--- src/rtl/hv_bist_pkg.sv ---
// Shared types and constants for the HV die BIST sequencer and the analog BIST engine.
package hv_bist_pkg;

    localparam int ITEM_NUM = 6;
    localparam int FC_W     = ITEM_NUM + 2;

    // Fail-code bit positions above the per-item field
    localparam int FC_ABIST_TMO = 6;
    localparam int FC_LBIST     = 7;

    localparam int ITEM_OV     = 0;
    localparam int ITEM_OT     = 1;
    localparam int ITEM_OPSCOD = 2;
    localparam int ITEM_OC     = 3;
    localparam int ITEM_SC     = 4;
    localparam int ITEM_ADC    = 5;

    typedef enum logic [1:0] {
        IDLE  = 2'd0,
        ABIST = 2'd1,
        LBIST = 2'd2,
        DONE  = 2'd3
    } bist_st_e;

    function automatic int tmr_width(input int abist_us, input int lbist_us, input int clk_m);
        int max_us;
        max_us = (abist_us > lbist_us) ? abist_us : lbist_us;
        return $clog2(max_us * clk_m + 1);
    endfunction

endpackage

--- src/rtl/hv_bist_ctrl_if.sv ---
// Request, analog-engine and LBIST handshake signals of the BIST sequencer.
interface hv_bist_ctrl_if import hv_bist_pkg::*; ();

    logic                i_bist_req;
    logic                i_bist_clr;
    logic                o_bist_en;
    logic                i_abist_done;
    logic [ITEM_NUM-1:0] i_abist_status;
    logic                o_lbist_start;
    logic                i_lbist_done;
    logic                i_lbist_pass;
    logic                o_bist_busy;
    logic                o_bist_done;
    logic                o_bist_fail;
    logic [FC_W-1:0]     o_bist_fail_code;

    modport slave (
        input  i_bist_req, i_bist_clr, i_abist_done, i_abist_status,
               i_lbist_done, i_lbist_pass,
        output o_bist_en, o_lbist_start, o_bist_busy, o_bist_done,
               o_bist_fail, o_bist_fail_code
    );

    modport master (
        output i_bist_req, i_bist_clr, i_abist_done, i_abist_status,
               i_lbist_done, i_lbist_pass,
        input  o_bist_en, o_lbist_start, o_bist_busy, o_bist_done,
               o_bist_fail, o_bist_fail_code
    );

endinterface

--- src/rtl/hv_bist_tmr.sv ---
// Saturating phase timer with synchronous clear and a terminal-count compare.
module hv_bist_tmr #(
    parameter int W = 14
) (
    input  logic         clk,
    input  logic         rst_n,
    input  logic         clr_i,
    input  logic [W-1:0] limit_i,
    output logic         tc_o
);

    logic [W-1:0] cnt_q, cnt_d;

    always_comb begin
        cnt_d = cnt_q;
        if (clr_i) begin
            cnt_d = '0;
        end else if (cnt_q != '1) begin
            cnt_d = cnt_q + W'(1);
        end
    end

    // NOTE: state registers use non-blocking assignments so every flop samples pre-edge values.
    always_ff @(posedge clk or negedge rst_n) begin
        if (!rst_n) begin
            cnt_q <= '0;
        end else begin
            cnt_q <= cnt_d;
        end
    end

    assign tc_o = (cnt_q == limit_i);

endmodule

--- src/rtl/hv_bist_ctrl.sv ---
// HV die BIST sequencer: analog BIST, then a one-shot LBIST handshake, both under timeout,
// ending in a sticky done/fail result with a fail code.
module hv_bist_ctrl import hv_bist_pkg::*; #(
    parameter int CLK_M        = 48,
    parameter int ABIST_TMO_US = 200,
    parameter int LBIST_TMO_US = 100
) (
    input  logic           i_clk,
    input  logic           i_rst_n,
    hv_bist_ctrl_if.slave  bus
);

    localparam int TMR_W = tmr_width(ABIST_TMO_US, LBIST_TMO_US, CLK_M);
    localparam logic [TMR_W-1:0] ABIST_LIM = TMR_W'(ABIST_TMO_US * CLK_M - 1);
    localparam logic [TMR_W-1:0] LBIST_LIM = TMR_W'(LBIST_TMO_US * CLK_M - 1);

    bist_st_e        state_q, state_d;
    logic            req_q;
    logic [FC_W-1:0] code_q, code_d;
    logic            en_q, en_d;
    logic            start_q, start_d;
    logic            busy_q, busy_d;
    logic            done_q, done_d;
    logic            fail_q, fail_d;

    logic             req_rise;
    logic             tmr_clr;
    logic             tmr_tc;
    logic [TMR_W-1:0] tmr_lim;

    assign req_rise = bus.i_bist_req & ~req_q;
    assign tmr_clr  = (state_d != state_q);
    assign tmr_lim  = (state_q == ABIST) ? ABIST_LIM : LBIST_LIM;

    hv_bist_tmr #(.W(TMR_W)) u_tmr (
        .clk     (i_clk),
        .rst_n   (i_rst_n),
        .clr_i   (tmr_clr),
        .limit_i (tmr_lim),
        .tc_o    (tmr_tc)
    );

    // NOTE: every signal assigned here gets a default first, so no path can infer a latch.
    always_comb begin
        state_d = state_q;
        code_d  = code_q;

        unique case (state_q)
            IDLE: begin
                if (req_rise) state_d = ABIST;
            end
            ABIST: begin
                if (bus.i_bist_clr) begin
                    state_d = IDLE;
                    code_d  = '0;
                end else if (bus.i_abist_done) begin
                    code_d[ITEM_NUM-1:0] = bus.i_abist_status;
                    state_d              = LBIST;
                end else if (tmr_tc) begin
                    code_d[ITEM_NUM-1:0]  = bus.i_abist_status;
                    code_d[FC_ABIST_TMO]  = 1'b1;
                    state_d               = DONE;
                end
            end
            LBIST: begin
                // The start pulse marks the first cycle, where a stale done level is ignored
                if (bus.i_bist_clr) begin
                    state_d = IDLE;
                    code_d  = '0;
                end else if (!start_q && bus.i_lbist_done) begin
                    code_d[FC_LBIST] = ~bus.i_lbist_pass;
                    state_d          = DONE;
                end else if (tmr_tc) begin
                    code_d[FC_LBIST] = 1'b1;
                    state_d          = DONE;
                end
            end
            DONE: begin
                if (bus.i_bist_clr) begin
                    state_d = IDLE;
                    code_d  = '0;
                end
            end
            default: state_d = IDLE;
        endcase

        en_d    = (state_d inside {ABIST, LBIST});
        busy_d  = (state_d inside {ABIST, LBIST});
        start_d = (state_d == LBIST) && (state_q != LBIST);
        done_d  = (state_d == DONE);
        fail_d  = |code_d;
    end

    always_ff @(posedge i_clk or negedge i_rst_n) begin
        if (!i_rst_n) begin
            state_q <= IDLE;
            req_q   <= 1'b0;
            code_q  <= '0;
            en_q    <= 1'b0;
            start_q <= 1'b0;
            busy_q  <= 1'b0;
            done_q  <= 1'b0;
            fail_q  <= 1'b0;
        end else begin
            state_q <= state_d;
            req_q   <= bus.i_bist_req;
            code_q  <= code_d;
            en_q    <= en_d;
            start_q <= start_d;
            busy_q  <= busy_d;
            done_q  <= done_d;
            fail_q  <= fail_d;
        end
    end

    assign bus.o_bist_en        = en_q;
    assign bus.o_lbist_start    = start_q;
    assign bus.o_bist_busy      = busy_q;
    assign bus.o_bist_done      = done_q;
    assign bus.o_bist_fail      = fail_q;
    assign bus.o_bist_fail_code = code_q;

endmodule

--- src/flat_wrapper.sv ---
// flat-port wrapper written by rule: the top's interface ports become plain ports
module hv_bist_ctrl_flat import hv_bist_pkg::*;
#(
    parameter int CLK_M        = 48,
    parameter int ABIST_TMO_US = 200,
    parameter int LBIST_TMO_US = 100
)
  (i_clk, i_rst_n, bus_i_bist_req, bus_i_bist_clr, bus_i_abist_done, bus_i_abist_status, bus_i_lbist_done, bus_i_lbist_pass, bus_o_bist_en, bus_o_lbist_start, bus_o_bist_busy, bus_o_bist_done, bus_o_bist_fail, bus_o_bist_fail_code);
  hv_bist_ctrl_if bus_i ();
  input  logic i_clk;
  input  logic i_rst_n;
  input wire logic [$bits(bus_i.i_bist_req)-1:0] bus_i_bist_req;
  input wire logic [$bits(bus_i.i_bist_clr)-1:0] bus_i_bist_clr;
  input wire logic [$bits(bus_i.i_abist_done)-1:0] bus_i_abist_done;
  input wire logic [$bits(bus_i.i_abist_status)-1:0] bus_i_abist_status;
  input wire logic [$bits(bus_i.i_lbist_done)-1:0] bus_i_lbist_done;
  input wire logic [$bits(bus_i.i_lbist_pass)-1:0] bus_i_lbist_pass;
  output wire logic [$bits(bus_i.o_bist_en)-1:0] bus_o_bist_en;
  output wire logic [$bits(bus_i.o_lbist_start)-1:0] bus_o_lbist_start;
  output wire logic [$bits(bus_i.o_bist_busy)-1:0] bus_o_bist_busy;
  output wire logic [$bits(bus_i.o_bist_done)-1:0] bus_o_bist_done;
  output wire logic [$bits(bus_i.o_bist_fail)-1:0] bus_o_bist_fail;
  output wire logic [$bits(bus_i.o_bist_fail_code)-1:0] bus_o_bist_fail_code;
  assign bus_i.i_bist_req = bus_i_bist_req;
  assign bus_i.i_bist_clr = bus_i_bist_clr;
  assign bus_i.i_abist_done = bus_i_abist_done;
  assign bus_i.i_abist_status = bus_i_abist_status;
  assign bus_i.i_lbist_done = bus_i_lbist_done;
  assign bus_i.i_lbist_pass = bus_i_lbist_pass;
  assign bus_o_bist_en = bus_i.o_bist_en;
  assign bus_o_lbist_start = bus_i.o_lbist_start;
  assign bus_o_bist_busy = bus_i.o_bist_busy;
  assign bus_o_bist_done = bus_i.o_bist_done;
  assign bus_o_bist_fail = bus_i.o_bist_fail;
  assign bus_o_bist_fail_code = bus_i.o_bist_fail_code;
  hv_bist_ctrl #(.CLK_M(CLK_M), .ABIST_TMO_US(ABIST_TMO_US), .LBIST_TMO_US(LBIST_TMO_US)) u_core (.i_clk(i_clk), .i_rst_n(i_rst_n), .bus(bus_i));
endmodule
--- config.mk ---
export PLATFORM = sky130hd
export DESIGN_NAME = hv_bist_ctrl_flat
export DESIGN_NICKNAME = d
export VERILOG_FILES = /design/src/rtl/hv_bist_pkg.sv /design/src/rtl/hv_bist_ctrl_if.sv /design/src/rtl/hv_bist_tmr.sv /design/src/rtl/hv_bist_ctrl.sv /design/src/flat_wrapper.sv
export SDC_FILE = /design/constraint.sdc
export NUM_CORES = 1
export LEC_CHECK = 0
export ABC_AREA = 1
export CAP_MARGIN = 10
export CORE_MARGIN = 2
export CORE_UTILIZATION = 50
export DETAILED_ROUTE_END_ITERATION = 10
export PLACE_DENSITY = 0.83
export REMOVE_ABC_BUFFERS = 1
export SLEW_MARGIN = 20
export SYNTH_ARGS = -nofsm -noshare
export SYNTH_HDL_FRONTEND = slang
export SYNTH_SLANG_ARGS = --single-unit
--- constraint.sdc ---
create_clock -name i_clk -period 3.3 [get_ports i_clk]
set_clock_uncertainty 0.1 [all_clocks]
set_input_delay 0.66 -clock i_clk [delete_from_list [all_inputs] [get_ports i_clk]]
set_output_delay 0.66 -clock i_clk [all_outputs]
set_load 0.03 [all_outputs]
==> qor.csv, run 1 <==
metric,value,unit
Antenna Cells,0,
CP max FO,14,
crit path time final,2380,ps
later-pin clock latency in the skew report,340,ps
row count,20,
Final ANT Viol Nets,0,
Placeable Area,3080,um^2
drt wl/cell,10.4,um
pre-CTS setup slack,601,ps
crit end category,flop,
Hold Path Stages,2,
Post-DP HPWL,2330,um
actual slew at the worst max-slew pin,579,ps
gr usage total,0.181,
Post-CTS Resized,0,
initial antenna violation count,0,
CTS sink count,29,
Post-Synthesis Cell Area,1630,um^2
MaxCap Viol Count,0,
worst setup margin,925,ps
vias in the first global route,1211,
Area contributors post-synth,"dfrtp_1, nand2_1, inv_1, nor2_1, nand3_1",
drt drc,0,
Rel. slew slack,0.614,
instance area at placement,1910,um^2
clk root buf,clkbuf_4,
Power Density,480,nW/um^2
Pins Over Slew Limit,0,
clk slew on worst S/H paths,90,ps
Top Ports,26,
worst path arrival time,2470,ps
CTS Hold Bufs,0,
largest net degree at the start of global routing,30,
total CTS buffers,5,
DR vias,1446,
cell accounting for the most synthesized area,dfrtp_1,
RSZ-0062 raised after global routing,false,
initial core utilization,0.530,
Worst Reg2Reg Path Length in Cells,12,
grt ovf,0,
Initial DRC Count,63,
Finished Core Util,0.650,
VDD IR-drop max,0.283,mV
Hold WC Path Type,flop to flop,
Chip Width,61.1,um
die area,3740,um^2
kind of critical path,primary input to flop,
Final Cycle Share,0.720,
Cells after Synth,224,
leakage power total,1.04,nW
fillers,262,
H-tree Lvls,2,
setup TNS,0,ps
sequential area share after synthesis,0.444,
first-pass GRT wire length,4890,um
Final Wtd Congestion,0.872,
synthesized area per cell,7.29,um^2
Pre-antenna DRT Iters,4,
Chip Height,61.1,um
CTS max path bufs,2,
post-synthesis register bit count,29,
synth warn,0,
share of layout cells above drive strength 1,0.0748,
number of distinct library cells after synthesis,23,
area growth from synthesis to layout,22.5,%
design area,2000,um^2
outcome,"finished, final reports clean",
Total Power Consumption,959,uW
Startpoint Class,primary input,
maximum clock rate,0.421,GHz
CTS tree,yes,
Post-CTS Setup Inserts,0,
final hold viol count,0,
Yosys top cell area share,0.444,
port buffer count,25,
DRT Wirelength,3090,um
post-DR vias/cell,4.85,
final setup vio count,0,
Final #Nets,269,
"Data required, critical path",3390,ps
placed cells by master, fill, tap and decap left out, types with 3 or more instances in the layout:
master and n:
a21oi_1 8, clkbuf_4 5, clkdlybuf4s50_1 25, dfrtp_1 29, ha_1 3, inv_1 38
nand2_1 46, nand3_1 21, nand4_1 4, nor2_1 37, nor2_2 3, nor3_1 4
o21ai_0 11, xor2_1 5
synth_stat cells:
library cell	instances
nand3_1	21
o21ai_0	11
inv_2	2
buf_4	2
nand2_1	46
nor2_2	3
or2_2	1
dfrtp_1	29
a31o_2	1
inv_1	38
nand3b_1	2
clkbuf_2	1
nand4_1	4
buf_6	1
o21ai_2	1
nand2_2	2
nand3_2	1
a21boi_0	1
a21oi_1	8
xor2_1	5
ha_1	3
nor2_1	37
nor3_1	4
state kept, by name, indices dropped and copies added (netlist names):
register / flops
u_core.u_tmr.cnt_q: 14
u_core.bus.o_bist_fail_code: 8
u_core.state_q: 2
u_core.bus.o_bist_busy: 1
u_core.bus.o_bist_done: 1
u_core.bus.o_bist_fail: 1
u_core.bus.o_lbist_start: 1
u_core.req_q: 1
worst max-delay path, cell delays in order:
cell and delay, ps:
clkdlybuf4s50_1 490, nor2_1 170, inv_1 70, o21ai_0 260, nand2_1 110, nand2_2 90
inv_2 40, o21ai_2 460, nor2_1 110
stage by stage:
stage / std cells / hold slack (ps)
2_1_floorplan: 220 / 264
6_report: 298 / 440
5_1_grt: 298 / 477
3_5_place_dp: 290 / 419
3_3_place_gp: 290 / 415
4_1_cts: 298 / 443
final timing paths:
| check | start | slack, ps | to |
|---|---|---|---|
| hold reg to reg | u_core.bus.o_bist_fail_code[6] | 440 | u_core.bus.o_bist_fail_code[6] |
| hold / removal | u_core.bus.o_bist_fail_code[6] | 440 | u_core.bus.o_bist_fail_code[6] |
| min in group asynchronous | i_rst_n | 590 | u_core.bus.o_bist_fail |
| setup reg to reg | u_core.u_tmr.cnt_q[0] | 1050 | u_core.u_tmr.cnt_q[8] |
| setup / recovery | bus_i_bist_clr | 920 | u_core.u_tmr.cnt_q[8] |
| max in group asynchronous | i_rst_n | 2240 | u_core.u_tmr.cnt_q[7] |
per-layer routing:
metal  vias up  part of all wire  global-route usage
li1        758                 -                   -
met5         -                 0                   0
met3         9             0.055              0.0567
met2        43              0.44               0.271
met1       636              0.49               0.242
met4         0             0.017              0.0839
kinds of logic (layout without fill, tap and decap cells):
logic type,Yosys count,count (layout),synth area share
buf+inv,44,74,0.111
fa+ha+maj,3,3,0.0230
simple gates,121,121,0.321
xor+xnor,5,5,0.0268
compound gates,22,22,0.0736
flops,29,29,0.444
power by group:
group | switching, mW | total (mW) | internal, mW
sequential | 0.0310 | 0.424 | 0.393
clock | 0.124 | 0.305 | 0.181
combinational | 0.138 | 0.230 | 0.0927
layout make-up:
| cell class | count | area, um^2 | share of cell area |
|---|---|---|---|
| inverter | 40 | 150 | 0.0751 |
| tap | 44 | 55.1 | 0.0275 |
| multi-input combinational | 151 | 726 | 0.363 |
| clock inverter | 1 | 30.0 | 0.0150 |
| clock buffer | 7 | 55.1 | 0.0275 |
| sequential | 29 | 726 | 0.363 |
| timing repair buffer | 26 | 258 | 0.129 |
Note: power is estimated with default switching activity, not from simulation.
==> run 2: changes to the inputs <==
Clock period 3.3 ns to 2.3 ns, I/O delays scaled along.
==> qor.csv, run 2 (synthesis gave the netlist of run 1 again) <==
metric,value,unit,change
leakage power total,1.06,nW,was 1.04 nW
Post-DP HPWL,2400,um,was 2330 um
Reg-to-Reg End,u_core.u_tmr.cnt_q[9],,was u_core.u_tmr.cnt_q[8]
total CTS buffers,5,,unchanged
Antenna Cells,0,,unchanged
Total Power Consumption,1.46,mW,was 959 uW
Final ANT Viol Nets,0,,unchanged
vias in the first global route,1293,,was 1211
MaxCap Viol Count,0,,unchanged
Power Density,717,nW/um^2,was 480 nW/um^2
met1 usage,0.266,,was 0.242
largest net degree at the start of global routing,30,,unchanged
drt drc,0,,unchanged
CTS max path bufs,2,,unchanged
CTS sink count,29,,unchanged
die area,3740,um^2,unchanged
gr usage total,0.196,,was 0.181
drt wl/cell,10.5,um,was 10.4 um
DRT Wirelength,3150,um,was 3090 um
outcome,"finished, final reports clean",,unchanged
actual slew at the worst max-slew pin,387,ps,was 579 ps
CP bufs+invs,2,,was 3
r2r setup slk,240,ps,was 1050 ps
clk root buf,clkbuf_4,,unchanged
grt ovf,0,,unchanged
initial core utilization,0.530,,unchanged
Chip Height,61.1,um,unchanged
Rel. slew slack,0.740,,was 0.614
"delay-heaviest family, CP",simple AND/OR/NAND/NOR gates,,was compound AO/OA/AOI/OAI gates
most frequent cells in the layout,"nand2_1, inv_1, nor2_1",,unchanged
Final Wtd Congestion,0.863,,was 0.872
area growth from synthesis to layout,24.6,%,was 22.5%
Top Ports,26,,unchanged
clk slew on worst S/H paths,100,ps,was 90 ps
VDD IR-drop max,0.682,mV,was 0.283 mV
later-pin clock latency in the skew report,330,ps,was 340 ps
crit path time final,2060,ps,
critical path's slowest cell,dfrtp_1,,was clkdlybuf4s50_1
row count,20,,unchanged
CTS tree,yes,,unchanged
"Data required, critical path",2410,ps,was 3390 ps
kind of critical path,flop to flop,,was primary input to flop
first-pass GRT wire length,5400,um,was 4890 um
met3 global-route usage,0.0588,,was 0.0567
CTS Hold Bufs,0,,unchanged
RR Startpoint,u_core.u_tmr.cnt_q[0],,unchanged
CP max FO,14,,unchanged
port buffer count,25,,unchanged
RSZ-0062 raised after global routing,false,,unchanged
CP Cell Sequence,ha_1 -> nand2_1 -> inv_1 -> nand2_1 -> nor2_2 -> nand3_2 -> nand2_2 -> nand2_1 -> nand2_1 -> nor2_1 -> o21ai_2 -> buf_4 -> nor2_1,,was clkdlybuf4s50_1 -> nor2_1 -> inv_1 -> o21ai_0 -> nand2_1 -> nand2_2 -> inv_2 -> o21ai_2 -> nor2_1
GR peak layer,met2,,unchanged
Final Cycle Share,0.894,,
max incr delay on CP,420,ps,was 490 ps
Placeable Area,3080,um^2,unchanged
Initial DRC Count,47,,was 63
Worst Reg2Reg Path Length in Cells,13,,was 12
worst path arrival time,2170,ps,was 2470 ps
Hold WC Path Type,primary input to async pin,,was flop to flop
DR vias,1457,,was 1446
crit end category,flop,,unchanged
"most common cell after layout, fill and taps aside",nand2_1,,unchanged
setup TNS,0,ps,unchanged
share of layout cells above drive strength 1,0.0898,,was 0.0748
CP dominant cell by count,nand2_1,,was nor2_1
Pins Over Slew Limit,0,,unchanged
Chip Width,61.1,um,unchanged
max reg flops,14,,unchanged
Startpoint Class,flop,,was primary input
final hold viol count,0,,unchanged
H-tree Lvls,2,,unchanged
Pre-antenna DRT Iters,4,,unchanged
maximum clock rate,0.486,GHz,
met2 Resource Use GR,0.299,,was 0.271
initial antenna violation count,0,,unchanged
most flop-heavy register,u_core.u_tmr.cnt_q,,unchanged
post-DR vias/cell,4.86,,was 4.85
final setup vio count,0,,unchanged
Final #Nets,271,,was 269
==> run 2: changes by cell type in the layout (fill, tap and decap cells not counted), sizes merged <==
cell | previous run | this run
buf | 1 | 3
clkbuf | 7 | 5
bufinv | 1 | 2
clkinv | 0 | 1
==> run 2: layout make-up <==
cell class,count,area [um^2]
Fill cell,268,1040
Multi-Input combinational cell,151,728
Sequential cell,29,726
Timing Repair Buffer,28,273
Inverter,40,150
Clock inverter,3,65.1
Tap cell,44,55.1
Clock buffer,5,37.5
==> run 2: per-layer routing <==
layer,wire length (um),part of all wire
met5,0,0
met4,35,0.011
met3,139,0.044
met2,1500,0.48
met1,1480,0.47
==> run 2: repair_timing <==
item,4_1_cts,5_1_grt
buffers inserted,0,0
endpoints found under the setup margin,0,15
hold endpoints to repair,0,0
gates resized for setup,0,1
==> run 2: worst max-delay path by stage <==
| stage | start | endpoint | slack, ps | cells past startpoint |
|---|---|---|---|---|
| floorplan | u_core.u_tmr.cnt_q[0] | u_core.u_tmr.cnt_q[10] | 460 | 12 |
| global placement | bus_i_bist_clr | u_core.u_tmr.cnt_q[9] | 150 | 10 |
| detailed placement | bus_i_bist_clr | u_core.u_tmr.cnt_q[9] | 70 | 10 |
| CTS | u_core.u_tmr.cnt_q[0] | u_core.u_tmr.cnt_q[1] | 120 | 13 |
| global route | u_core.u_tmr.cnt_q[0] | u_core.bus.o_lbist_start | 30 | 12 |
| finish | u_core.u_tmr.cnt_q[0] | u_core.u_tmr.cnt_q[9] | 240 | 13 |
==> run 2: metrics by stage <==
step | hold slack [ps] | cells | util | area [um^2] | setup slack, ps
3_5_place_dp | 413 | 292 | 0.627 | 1930 | 68.8
4_1_cts | 401 | 300 | 0.660 | 2030 | 121
6_report | 397 | 300 | 0.661 | 2030 | 244
5_1_grt | 412 | 300 | 0.661 | 2030 | 31.3
2_1_floorplan | 64.4 | 220 | - | 1600 | 464
3_3_place_gp | 412 | 292 | 0.627 | 1930 | 149
==> run 2: worst register-to-register path, cell delays in order (launching register included) <==
cell and delay, ps:
dfrtp_1 420, ha_1 180, nand2_1 50, inv_1 90, nand2_1 110, nor2_2 110, nand3_2 140, nand2_2 210
nand2_1 90, nand2_1 70, nor2_1 50, o21ai_2 50, buf_4 210, nor2_1 80
==> run 2: where the power goes <==
group          internal, mW  total [mW]  switching, mW  leakage, nW
registers             0.564       0.608         0.0439        0.391
clock network         0.337       0.514          0.178       0.0552
logic                 0.138       0.337          0.199        0.615
total                  1.04        1.46          0.421         1.06
==> run 3: changes to the inputs <==
Settings changed: HOLD_SLACK_MARGIN set to 0.06.
==> results of run 3 <==
The final DEF is identical to that of run 2; final timing and power are the same.
==> RTL edit 1, RTL diff (settings of run 3) <==
`LBIST_TMO_US` is set to 100 in 2 places; all go to 150.
--- a/src/rtl/hv_bist_ctrl.sv
+++ b/src/rtl/hv_bist_ctrl.sv
@@ -4,5 +4,5 @@
     parameter int CLK_M        = 48,
     parameter int ABIST_TMO_US = 200,
-    parameter int LBIST_TMO_US = 100
+    parameter int LBIST_TMO_US = 150
 ) (
     input  logic           i_clk,
--- a/src/flat_wrapper.sv
+++ b/src/flat_wrapper.sv
@@ -4,5 +4,5 @@
     parameter int CLK_M        = 48,
     parameter int ABIST_TMO_US = 200,
-    parameter int LBIST_TMO_US = 100
+    parameter int LBIST_TMO_US = 150
 )
   (i_clk, i_rst_n, bus_i_bist_req, bus_i_bist_clr, bus_i_abist_done, bus_i_abist_status, bus_i_lbist_done, bus_i_lbist_pass, bus_o_bist_en, bus_o_lbist_start, bus_o_bist_busy, bus_o_bist_done, bus_o_bist_fail, bus_o_bist_fail_code);
Check against the original RTL: same outputs for any inputs over 10 cycles, from zero or initial values and one cycle with i_rst_n low; that may be too few to reach the edited logic, so the function may still have changed.
==> RTL edit 1 against run 3 <==
- design area fell by 2.3%
- combinational power rose by 8.3%
- sequential cell count did not move
- wire length rose by 1.3%
- largest power group unchanged
- first-iteration DRC count rose by 32%
- synthesized area did not move
- utilization fell by 1.5 points
- highest routed layer unchanged
- critical endpoint unchanged
- worst hold slack improved by 0.0013 ns
- critical path type unchanged
- power fell by 13%
- count of clock-buffer cells in the layout rose by 1
- worst setup slack improved by 0.0070 ns
==> RTL edit 1: results (changes against run 3) <==
- The run finished with clean final reports.
- The via total after detailed routing came to 1,447 (-0.69%).
- The met3 capacity usage during global routing was 4.83% (-1.1 points).
- CP max stage delay: 0.39 ns (-0.03 ns)
* TritonRoute pass-1 iters: 4 (unchanged)
- The later-pin clock latency in the skew report was 0.33 ns (about the same).
- Launching element type of the critical path: flip-flop
* Tightest Hold Check Type: input pin to asynchronous set/reset pin
* Global router's overall resource usage: 20.8% (+1.2 points)
* Static leakage power: 0.956 nW (-9.9%)
- Across all register-to-register paths, the minimum setup slack is 0.25 ns.
- Clock root buffer: clkbuf_4
- Among all stages on the critical path, the largest delay is contributed by dfrtp_1.
- Met2 wirelength from detailed routing: 1470 um (-2.2%)
- The complex-gate fraction of the synthesized area is 7.36% (unchanged).
- Share of synthesized area spent on multiplexers: 0% (unchanged)
- After synthesis, the cell types taking the most area are dfrtp_1 (44%), nand2_1 (12%), nor2_1 (9.4%).
- The largest vdd supply drop is 457 uV (-33%).
* Biggest register: u_core.u_tmr.cnt_q
* Remaining max-slew budget at the tightest pin: 69.6% (-4.5 points)
- Port-buffer cells: 25 (unchanged)
* Total wire length after detailed routing: 3190 um (+1.3%)
- The initial antenna violation count is 0 (unchanged).
- The worst hold margin is 0.399 ns (+0.00133 ns).
- The CTS H-tree depth is 2 (unchanged).
- Count of antenna diodes in the layout: 0 (unchanged)
* Met2 routing resource usage after global routing: 32.8% (+2.9 points)
- Sequential area share after synthesis: 44.4% (unchanged)
- Detailed-placement wirelength estimate: 2410 um (+0.40%)
- The layout filler cell count is 255 (-4.9%).
- Count of mapped cells out of synthesis: 222 (-0.89%)
- In this run the top signal layer used is met4.
- Sorting the synthesized cells by how often they occur yields nand2_1 (51), nor2_1 (41), inv_1 (34).
- Count of routing violations after the opening detailed-route iteration: 62 (+32%)
- First-pass GRT wire length: 5750 um (+6.7%)
- The fraction of registers with async set/reset is 100% (unchanged).
- On the critical path the largest part of the delay comes from simple AND/OR/NAND/NOR gates.
* Nets: 269 (-0.74%)
- Post-Synth XOR/XNOR Area: 2.15% (-0.54 points)
* Count of cell types in the netlist: 31 (+35%)
- In this run the critical register-to-register path is captured at u_core.u_tmr.cnt_q[9].
- The post-route met1 wirelength is 1530 um (+3.4%).
- The buffer depth of the longest clock path was 2 (unchanged).
- Detailed-routed wire length on met3: 134 um (-3.6%)
- The pin count of the biggest net entering global routing is 30 (unchanged).
- The number of vias per cell came to 4.86 (about the same).
* GP Congestion: 0.840 (-2.6%)
- Share of final-layout standard cells stronger than drive strength 1: 8.66% (-0.32 points)
- Quantity of gates resized following cts: 0 (unchanged)
- Worst R2R Start: u_core.u_tmr.cnt_q[1]
- The flip-flop count of the largest register, all copies and words added is 14 (unchanged).
* R2R cell count: 12 (-1)
* Placed Instances: 290 (-0.68%)
- The routing usage on met1 came to 27.6% (+1.0 points).
* Total number of yosys warnings: 0 (unchanged)
- Post-CTS repair timing setup buffer count: 0 (unchanged)
-- RTL edit 1: worst reg2reg max path: stages (launching register included) --
cell	delay (ns)
dfrtp_1	0.39
ha_1	0.17
nand2_1	0.06
inv_1	0.07
nand2_1	0.05
nor2_1	0.17
nand3_2	0.27
nand2_1	0.14
nand2_1	0.06
nand2_1	0.12
nand2_1	0.10
nand2_4	0.17
nor3b_1	0.07
-- RTL edit 1: per-stage QoR --
stage,cell area [sq um],worst slack (ns)
2_1_floorplan,1600,0.526
3_3_place_gp,1930,0.0790
3_5_place_dp,1930,0.0187
4_1_cts,1980,0.192
5_1_grt,1990,0.000177
6_report,1990,0.251
-- RTL edit 1: worst max path at each step --
stage / start / end / slack [ns]
2_1_floorplan: u_core.u_tmr.cnt_q[1] / u_core.u_tmr.cnt_q[7] / 0.53
3_3_place_gp: bus_i_bist_clr / u_core.u_tmr.cnt_q[9] / 0.08
3_5_place_dp: bus_i_bist_clr / u_core.u_tmr.cnt_q[9] / 0.02
4_1_cts: u_core.u_tmr.cnt_q[1] / u_core.u_tmr.cnt_q[9] / 0.19
5_1_grt: u_core.u_tmr.cnt_q[1] / u_core.bus.o_lbist_start / 0.0002
6_report: u_core.u_tmr.cnt_q[1] / u_core.u_tmr.cnt_q[9] / 0.25
-- RTL edit 1: final cells by class --
class / instances / area (sq um) / share of cell area, %
Clock buffer: 6 / 41.3 / 2.08
Timing Repair Buffer: 28 / 273 / 13.7
Inverter: 36 / 135 / 6.80
Tap cell: 44 / 55.1 / 2.77
Clock inverter: 2 / 10.0 / 0.504
Multi-Input combinational cell: 153 / 747 / 37.6
Sequential cell: 29 / 726 / 36.5
-- RTL edit 1: where the power goes --
part	internal, mW	switching [mW]	leakage, nW
logic	0.148	0.217	0.534
registers	0.568	0.0379	0.390
clock network	0.116	0.177	0.0320
==> RTL edit 2, RTL diff (config.mk and constraints of run 3) <==
Without the edit above. Reset style: synchronous (`i_rst_n` and `rst_n`), changed in 2 clocked blocks.
--- a/src/rtl/hv_bist_tmr.sv
+++ b/src/rtl/hv_bist_tmr.sv
@@ -22,5 +22,5 @@
 
     // NOTE: state registers use non-blocking assignments so every flop samples pre-edge values.
-    always_ff @(posedge clk or negedge rst_n) begin
+    always_ff @(posedge clk) begin
         if (!rst_n) begin
             cnt_q <= '0;
--- a/src/rtl/hv_bist_ctrl.sv
+++ b/src/rtl/hv_bist_ctrl.sv
@@ -92,5 +92,5 @@
     end
 
-    always_ff @(posedge i_clk or negedge i_rst_n) begin
+    always_ff @(posedge i_clk) begin
         if (!i_rst_n) begin
             state_q <= IDLE;
Behaviour: differs if i_rst_n is asserted again (counterexample within 4 cycles, from zero or initial values and one cycle with i_rst_n low); with i_rst_n held inactive, the same outputs for 10 cycles.
==> RTL edit 2 against run 3 <==
- sequential cell count is the same
- synthesized area down 8.0%
- wire length down 6.8%
- count of clock-buffer cells in the layout grew 2
- worst setup slack improved by 0.076 ns
- die area fell by 7.5%
- design area shrank 7.2%
Power is not compared: it rests on default switching activity, and its combinational part moved more than twofold at a synthesized area within 25%.
==> RTL edit 2: results (changes against run 3) <==
* Largest driver fanout on the critical path: 4 (-10)
* Placed Instances: 264 (-9.6%)
* Synth Area in Adders: 2.50% (+0.20 points)
* Post-Synth XOR/XNOR Area: 4.67% (+2.0 points)
- Count of antenna diodes in the layout: 0 (unchanged)
- The mean post-synth cell area came to 7.22 sq um (-0.97%).
- Leading cell types by total area after synthesis: dfxtp_1 (39%), nand2_1 (12%), nor2_1 (7.2%)
- Nets: 256 (-5.5%)
- The fraction of registers with async set/reset is 0% (-100 points).
- The run finished with clean final reports.
- The path class of the tightest hold or removal check is flip-flop to flip-flop.
- Worst R2R Start: u_core.u_tmr.cnt_q[0]
* Endpoint arrival time on the critical path: 2.11 ns (-0.06 ns)
- The routing usage on met2 was 31.0% (+1.0 points).
* First-pass GRT wire length: 5140 um (-4.7%)
* GP Congestion: 0.921 (+6.8%)
- The complex-gate fraction of the synthesized area is 8.50% (+1.1 points).
- Transition time at the pin with the least slew margin: 0.383 ns (-0.00326 ns)
- The post-placement setup slack was 0.0619 ns (-0.00689 ns).
* Met1 GRT Util: 24.7% (-1.9 points)
* Primary flip-flop cell chosen by synthesis mapping: dfxtp_1
- Routed length per placed instance: 10.8 um (+2.8%)
* Cts bufs inserted: 5 (unchanged)
* Share of final-layout standard cells stronger than drive strength 1: 14.1% (+5.1 points)
- Met3 track utilization from global routing: 6.59% (+0.71 points)
- The total track usage is 19.6% (+0.077 points).
[RTL edit 2: critical path, stage by stage, from the launching register on]
cell	delay, ns
dfxtp_1	0.39
ha_1	0.19
nand2_1	0.11
nor2_4	0.18
nand3_1	0.15
nor3_2	0.21
inv_1	0.13
nand2_1	0.09
nor2_1	0.06
nand2_1	0.07
xor2_1	0.14
nor2_1	0.05
[RTL edit 2: through the flow]
step / hold WS (ns) / instance area [sq um]
after floorplan: 0.361 / 1480
after global placement: 0.377 / 1800
after detailed placement: 0.381 / 1800
after CTS: 0.397 / 1890
after global routing: 0.418 / 1890
final: 0.394 / 1890
[RTL edit 2: layer usage]
layer  routed length, um  vias up
li1                    -      716
met3                 149        5
met4                  27        0
met1                1450      579
met2                1310       31
met5                   0        -
[RTL edit 2: cell families after synthesis]
group	Yosys count
simple gates	120
flops	29
xor+xnor	8
compound gates	22
fa+ha+maj	3
buf+inv	26
[RTL edit 2: worst paths after layout]
| kind | end | slack [ns] | depth (start not counted) |
|---|---|---|---|
| worst max-delay path | u_core.u_tmr.cnt_q[10] | 0.32 | 11 |
| worst min-delay path | u_core.bus.o_bist_fail_code[2] | 0.39 | 2 |
| worst max register to register | u_core.u_tmr.cnt_q[10] | 0.32 | 11 |
| worst min register to register | u_core.bus.o_bist_fail_code[2] | 0.39 | 2 |
[RTL edit 2: final cells by class]
| type | count | area, sq um |
|---|---|---|
| inverter | 23 | 88.8 |
| sequential | 29 | 581 |
| fill | 259 | 917 |
| clock buffer | 7 | 55.1 |
| multi-input combinational | 153 | 810 |
| timing repair buffer | 28 | 285 |
| clock inverter | 1 | 30.0 |
| tap | 31 | 38.8 |
[RTL edit 2: power by group through the flow]
stage	Combinational, mW	Sequential, mW	Clock [mW]
2_1_floorplan	0.0629	0.546	0
3_3_place_gp	0.135	0.534	0
3_5_place_dp	0.137	0.534	0
4_1_cts	0.138	0.523	0.457
5_1_grt	0.149	0.525	0.477
6_report	0.137	0.523	0.440
